--- src/rtl/magma_cbc_ctrl_if.sv ---
// Stream and cipher-core signal bundle for the Magma CBC chaining controller.
// A transfer happens on a rising edge where valid and ready are both high; valid holds with its payload until then.
interface magma_cbc_ctrl_if;
  logic        mode_encr;
  logic [63:0] iv;
  logic        iv_load;
  logic        in_valid;
  logic        in_ready;
  logic [63:0] in_data;
  logic        in_last;
  logic        out_valid;
  logic        out_ready;
  logic [63:0] out_data;
  logic        out_last;
  logic        core_start;
  logic [63:0] core_data_in;
  logic        core_encr_decr;
  logic [63:0] core_data_out;
  logic        core_done;
  logic        busy;
  logic        error;

  modport slave (
    input  mode_encr, iv, iv_load, in_valid, in_data, in_last, out_ready,
           core_data_out, core_done,
    output in_ready, out_valid, out_data, out_last, core_start, core_data_in,
           core_encr_decr, busy, error
  );

  modport master (
    output mode_encr, iv, iv_load, in_valid, in_data, in_last, out_ready,
           core_data_out, core_done,
    input  in_ready, out_valid, out_data, out_last, core_start, core_data_in,
           core_encr_decr, busy, error
  );
endinterface

--- src/rtl/magma_cbc_ctrl.sv ---
// CBC chaining controller in front of a Magma block-cipher core: one block in flight,
// XOR/chain with IV or previous ciphertext, watchdog on the core's done.
module magma_cbc_ctrl #(
  parameter int unsigned TIMEOUT = 255
) (
  input  logic             clk,
  input  logic             reset,
  magma_cbc_ctrl_if.slave  bus,
  output logic [1:0]       dbg_state,
  output logic [63:0]      dbg_chain
);

  typedef enum logic [1:0] {
    S_IDLE  = 2'd0,
    S_START = 2'd1,
    S_WAIT  = 2'd2,
    S_OUT   = 2'd3
  } state_t;

  localparam logic [7:0] WDOG_LAST = 8'(TIMEOUT - 1);

  state_t      state_q, state_d;
  logic [63:0] iv_reg_q, iv_reg_d;
  logic [63:0] chain_q, chain_d;
  logic [63:0] c_hold_q, c_hold_d;
  logic [63:0] core_data_in_q, core_data_in_d;
  logic        core_encr_decr_q, core_encr_decr_d;
  logic        core_start_q, core_start_d;
  logic [63:0] out_data_q, out_data_d;
  logic        out_last_q, out_last_d;
  logic        out_valid_q, out_valid_d;
  logic        in_ready_q, in_ready_d;
  logic        busy_q, busy_d;
  logic        error_q, error_d;
  logic [7:0]  wdog_q, wdog_d;

  always_comb begin
    state_d          = state_q;
    iv_reg_d         = iv_reg_q;
    chain_d          = chain_q;
    c_hold_d         = c_hold_q;
    core_data_in_d   = core_data_in_q;
    core_encr_decr_d = core_encr_decr_q;
    core_start_d     = 1'b0;
    out_data_d       = out_data_q;
    out_last_d       = out_last_q;
    out_valid_d      = out_valid_q;
    error_d          = error_q;
    wdog_d           = wdog_q;

    case (state_q)
      S_IDLE: begin
        // iv_load takes priority; the block offered in the same cycle stays pending
        if (bus.iv_load) begin
          iv_reg_d = bus.iv;
          chain_d  = bus.iv;
          error_d  = 1'b0;
        end else if (bus.in_valid) begin
          state_d          = S_START;
          core_start_d     = 1'b1;
          out_last_d       = bus.in_last;
          core_encr_decr_d = bus.mode_encr;
          c_hold_d         = bus.in_data;
          core_data_in_d   = bus.mode_encr ? (bus.in_data ^ chain_q) : bus.in_data;
        end
      end
      S_START: begin
        state_d = S_WAIT;
        wdog_d  = 8'd0;
      end
      S_WAIT: begin
        // core_done is still stale in the first WAIT cycle (wdog_q == 0)
        if ((wdog_q != 8'd0) && bus.core_done) begin
          state_d     = S_OUT;
          out_valid_d = 1'b1;
          if (core_encr_decr_q) begin
            out_data_d = bus.core_data_out;
            chain_d    = bus.core_data_out;
          end else begin
            out_data_d = bus.core_data_out ^ chain_q;
            chain_d    = c_hold_q;
          end
        end else if (wdog_q == WDOG_LAST) begin
          state_d = S_IDLE;
          error_d = 1'b1;
          chain_d = iv_reg_q;
        end else begin
          wdog_d = wdog_q + 8'd1;
        end
      end
      S_OUT: begin
        if (bus.out_ready) begin
          state_d     = S_IDLE;
          out_valid_d = 1'b0;
          if (out_last_q) chain_d = iv_reg_q;
        end
      end
      default: state_d = S_IDLE;
    endcase

    in_ready_d = (state_d == S_IDLE);
    busy_d     = (state_d != S_IDLE);
  end

  always_ff @(posedge clk or posedge reset) begin
    if (reset) begin
      state_q          <= S_IDLE;
      iv_reg_q         <= 64'd0;
      chain_q          <= 64'd0;
      c_hold_q         <= 64'd0;
      core_data_in_q   <= 64'd0;
      core_encr_decr_q <= 1'b0;
      core_start_q     <= 1'b0;
      out_data_q       <= 64'd0;
      out_last_q       <= 1'b0;
      out_valid_q      <= 1'b0;
      in_ready_q       <= 1'b1;
      busy_q           <= 1'b0;
      error_q          <= 1'b0;
      wdog_q           <= 8'd0;
    end else begin
      state_q          <= state_d;
      iv_reg_q         <= iv_reg_d;
      chain_q          <= chain_d;
      c_hold_q         <= c_hold_d;
      core_data_in_q   <= core_data_in_d;
      core_encr_decr_q <= core_encr_decr_d;
      core_start_q     <= core_start_d;
      out_data_q       <= out_data_d;
      out_last_q       <= out_last_d;
      out_valid_q      <= out_valid_d;
      in_ready_q       <= in_ready_d;
      busy_q           <= busy_d;
      error_q          <= error_d;
      wdog_q           <= wdog_d;
    end
  end

  assign bus.in_ready       = in_ready_q & ~bus.iv_load;
  assign bus.out_valid      = out_valid_q;
  assign bus.out_data       = out_data_q;
  assign bus.out_last       = out_last_q;
  assign bus.core_start     = core_start_q;
  assign bus.core_data_in   = core_data_in_q;
  assign bus.core_encr_decr = core_encr_decr_q;
  assign bus.busy           = busy_q;
  assign bus.error          = error_q;
  assign dbg_state          = state_q;
  assign dbg_chain          = chain_q;

endmodule

--- src/flat_wrapper.sv ---
// flat-port wrapper written by rule: the top's interface ports become plain ports
module magma_cbc_ctrl_flat 
#(
  parameter int unsigned TIMEOUT = 255
)
  (clk, reset, dbg_state, dbg_chain, bus_mode_encr, bus_iv, bus_iv_load, bus_in_valid, bus_in_data, bus_in_last, bus_out_ready, bus_core_data_out, bus_core_done, bus_in_ready, bus_out_valid, bus_out_data, bus_out_last, bus_core_start, bus_core_data_in, bus_core_encr_decr, bus_busy, bus_error);
  magma_cbc_ctrl_if bus_i ();
  input  logic clk;
  input  logic reset;
  output logic [1:0] dbg_state;
  output logic [63:0] dbg_chain;
  input wire logic [$bits(bus_i.mode_encr)-1:0] bus_mode_encr;
  input wire logic [$bits(bus_i.iv)-1:0] bus_iv;
  input wire logic [$bits(bus_i.iv_load)-1:0] bus_iv_load;
  input wire logic [$bits(bus_i.in_valid)-1:0] bus_in_valid;
  input wire logic [$bits(bus_i.in_data)-1:0] bus_in_data;
  input wire logic [$bits(bus_i.in_last)-1:0] bus_in_last;
  input wire logic [$bits(bus_i.out_ready)-1:0] bus_out_ready;
  input wire logic [$bits(bus_i.core_data_out)-1:0] bus_core_data_out;
  input wire logic [$bits(bus_i.core_done)-1:0] bus_core_done;
  output wire logic [$bits(bus_i.in_ready)-1:0] bus_in_ready;
  output wire logic [$bits(bus_i.out_valid)-1:0] bus_out_valid;
  output wire logic [$bits(bus_i.out_data)-1:0] bus_out_data;
  output wire logic [$bits(bus_i.out_last)-1:0] bus_out_last;
  output wire logic [$bits(bus_i.core_start)-1:0] bus_core_start;
  output wire logic [$bits(bus_i.core_data_in)-1:0] bus_core_data_in;
  output wire logic [$bits(bus_i.core_encr_decr)-1:0] bus_core_encr_decr;
  output wire logic [$bits(bus_i.busy)-1:0] bus_busy;
  output wire logic [$bits(bus_i.error)-1:0] bus_error;
  assign bus_i.mode_encr = bus_mode_encr;
  assign bus_i.iv = bus_iv;
  assign bus_i.iv_load = bus_iv_load;
  assign bus_i.in_valid = bus_in_valid;
  assign bus_i.in_data = bus_in_data;
  assign bus_i.in_last = bus_in_last;
  assign bus_i.out_ready = bus_out_ready;
  assign bus_i.core_data_out = bus_core_data_out;
  assign bus_i.core_done = bus_core_done;
  assign bus_in_ready = bus_i.in_ready;
  assign bus_out_valid = bus_i.out_valid;
  assign bus_out_data = bus_i.out_data;
  assign bus_out_last = bus_i.out_last;
  assign bus_core_start = bus_i.core_start;
  assign bus_core_data_in = bus_i.core_data_in;
  assign bus_core_encr_decr = bus_i.core_encr_decr;
  assign bus_busy = bus_i.busy;
  assign bus_error = bus_i.error;
  magma_cbc_ctrl #(.TIMEOUT(TIMEOUT)) u_core (.clk(clk), .reset(reset), .bus(bus_i), .dbg_state(dbg_state), .dbg_chain(dbg_chain));
endmodule
--- config.mk ---
export PLATFORM = sky130hd
export DESIGN_NAME = magma_cbc_ctrl_flat
export DESIGN_NICKNAME = d
export VERILOG_FILES = /design/src/rtl/magma_cbc_ctrl_if.sv /design/src/rtl/magma_cbc_ctrl.sv /design/src/flat_wrapper.sv
export SDC_FILE = /design/constraint.sdc
export NUM_CORES = 1
export LEC_CHECK = 0
export BUFFER_PORTS_ARGS = -buffer_cell sky130_fd_sc_hd__buf_2
export CAP_MARGIN = 20
export CORE_MARGIN = 2
export CORE_UTILIZATION = 40
export DETAILED_ROUTE_END_ITERATION = 10
export PLACE_DENSITY_LB_ADDON = 0.1
export RECOVER_POWER = 25
export REMOVE_ABC_BUFFERS = 1
export SKIP_CTS_REPAIR_TIMING = 1
export SLEW_MARGIN = 20
export SYNTH_ARGS = -nofsm -noshare
export SYNTH_HDL_FRONTEND = slang
export SYNTH_SLANG_ARGS = --single-unit
--- constraint.sdc ---
create_clock -name clk -period 14.6 [get_ports clk]
set_input_delay 0 -clock clk [delete_from_list [all_inputs] [get_ports clk]]
set_output_delay 0 -clock clk [all_outputs]
set_load 0.1 [all_outputs]
==> metrics.cfg <==
[global_route]
antenna_found_initial=0
grt.overflow.total=0
grt_pass1_wl_um=78200
grt_pass1_vias=13347
grt_max_degree=196
track_usage_pct=24.0

[floorplan]
ios=401
fp.dieW_um=205
placementRows=73
start_util_pct=40.6
die_area_sq_mm=0.0419
core_area_sq_mm=0.0397
die_h_um=205

[critical_path]
end_kind=asynchronous set/reset pin
critPathMaxFanout=121
timing_worst_setup_path_type=input port to asynchronous set/reset pin
startpoint_type=input port
cp.required_ps=13590
cp.arrival_ps=3850
rrSetupSlack_ps=11260
rr_worst_depth=7

[outcome]
status=complete, but fails checks
violations=capacitance limit, slew limit

[sta]
worst_slack_ps=9740
fin_crit_sh_pct=33.3
relSlewSlack_pct=-273
worst_slew_pin_slew_ps=5570
slew_viol_final=122
hold_viol=0
period_minus_slack_ps=4860
clock-skew-final_ps=11.4
fmax_mhz=206
finalSetupTns_ps=0
setup_viol=0
rsz0062_at_grt=no

[yosys]
synth_flop_cell=dfrtp_1
synth-seq-cells=337
synth_edf_count=0
ys_async_sr_fraction_pct=100
synth.distinct_cells=46
yosysSeqAreaShare_pct=52.3
synth_warnings=0
avgSynthCellArea_sq_um=9.80
synthCells=1645
syn_area_sq_mm=0.0161

[detailed_routing]
finalWirelength_um=52600
routedWlPerCell_um=19.3
wl_met2_um=24900
met1_length_um=23300
wl_met3_um=3120
dr.first_iter.drc_count=795
drtPass1Iterations=8
dr.max_layer_used=met4
viasPerCell=5.19
drc_errors=0
ant_nets=0
via_count=14166

[placed_design]
io_buffers=400
post-place-cells=2464
place.detailed.hpwl_um=31100
gp_congestion=0.786
dp_slack_ps=11330

[layout]
final_core_util_pct=54.1
synthToLayoutAreaGrowth_pct=33.4
multi_input_area_sq_mm=0.00697
fin_nets=2385
seqCellArea_sq_mm=0.00844
diodes=0
fillers=3725
layout-drive-gt1-share_pct=23.2
fin_cells=2727

[hold_path]
whs_path_depth=4
hp-class=input port to flop

[clock_tree]
clock_path_buffers=3
root_buffer=clkbuf_16
cts_buffers=40
clock_latency_ps=550
cts_sinks=337
htree_levels=2
clk_pin_slew_worst_paths_ps=50
cts_tree=yes

[job]
maxCapViolCount=1

-- critical path, cell delays in order --
cell	delay, ps
dlygate4sd3_1	530
buf_2	120
clkinvlp_2	3040
-- path summary, 6_finish.rpt --
path	to	startpoint
setup / recovery	u_core.bus.core_encr_decr	reset
hold / removal	u_core.bus.core_encr_decr	bus_mode_encr
setup reg to reg	u_core.dbg_chain[32]	u_core.wdog_q[0]
hold reg to reg	u_core.c_hold_q[33]	u_core.c_hold_q[33]
max in group clk	u_core.dbg_chain[32]	u_core.wdog_q[0]
min in group asynchronous	u_core.bus.core_data_in[8]	reset
-- sequential cells by signal, indices dropped and copies added (netlist names) --
signal and cells:
u_core.in_ready_q 1, u_core.bus.out_data 64, u_core.iv_reg_q 64, u_core.bus.busy 1
u_core.bus.out_last 1, u_core.dbg_state 2, u_core.bus.core_start 1, u_core.bus.core_encr_decr 1
u_core.bus.error 1, u_core.dbg_chain 64, u_core.c_hold_q 64, u_core.bus.core_data_in 64
u_core.wdog_q 8, u_core.bus.out_valid 1
-- final cells by class --
type,count,share of cell area [%]
clock buffers,62,5.37
clock inverters,3,0.0698
inverters,78,1.37
multi-input cells,1110,32.4
flip-flops and latches,337,39.2
well taps,525,3.05
repair buffers,612,18.5
-- logic make-up (layout without fill, tap and decap cells) --
family                     after synthesis  count (layout)  share of synthesized area, %
muxes                                  128             128                          8.94
DFF                                    337             337                          52.3
adders and majority gates                6               6                         0.466
and+or+nand+nor                        497             497                          12.1
xor gates and xnor gates               128             128                          6.95
AOI/OAI and AO/OA                      351             351                          14.4
buffers and inverters                  198             755                          4.82
-- synth_stat cells, types with 21 or more instances --
| master | n | area share (%) |
|---|---|---|
| a21oi_1 | 66 | 2.0 |
| a221oi_1 | 64 | 3.5 |
| buf_2 | 21 | 0.65 |
| clkbuf_1 | 88 | 2.0 |
| dfrtp_1 | 336 | 52 |
| inv_1 | 78 | 1.8 |
| mux2_2 | 128 | 8.9 |
| nand2_1 | 398 | 9.3 |
| nor2_1 | 70 | 1.6 |
| o21ai_0 | 130 | 4.0 |
| o32ai_1 | 66 | 3.6 |
| xnor2_1 | 64 | 3.5 |
| xor2_1 | 64 | 3.5 |
-- stage by stage --
step | hold slack, ps | area, sq um
after floorplan | 105 | 15600
after global placement | 197 | 18500
after detailed placement | 198 | 18500
after CTS | -386 | 19700
after global routing | 199 | 21500
final | 196 | 21500
-- cell usage in the layout (no fill, tap or decap), drive strengths merged, types with 64 or more instances in the layout --
master,n
a21oi,66
a221oi,64
buf,315
clkbuf,161
dfrtp,336
dlygate4sd3,198
inv,77
mux2,128
nand2,398
nor2,70
o21ai,132
o32ai,66
xnor2,64
xor2,64
-- routing by layer --
| metal | GRT usage (%) | vias up |
|---|---|---|
| met1 | 32.5 | 6939 |
| li1 | - | 6680 |
| met5 | 0 | - |
| met3 | 5.31 | 93 |
| met4 | 7.87 | 0 |
| met2 | 38.2 | 454 |
Power is not shown: default switching activity piles up to over one toggle a cycle in this logic, so the estimate is an artifact.
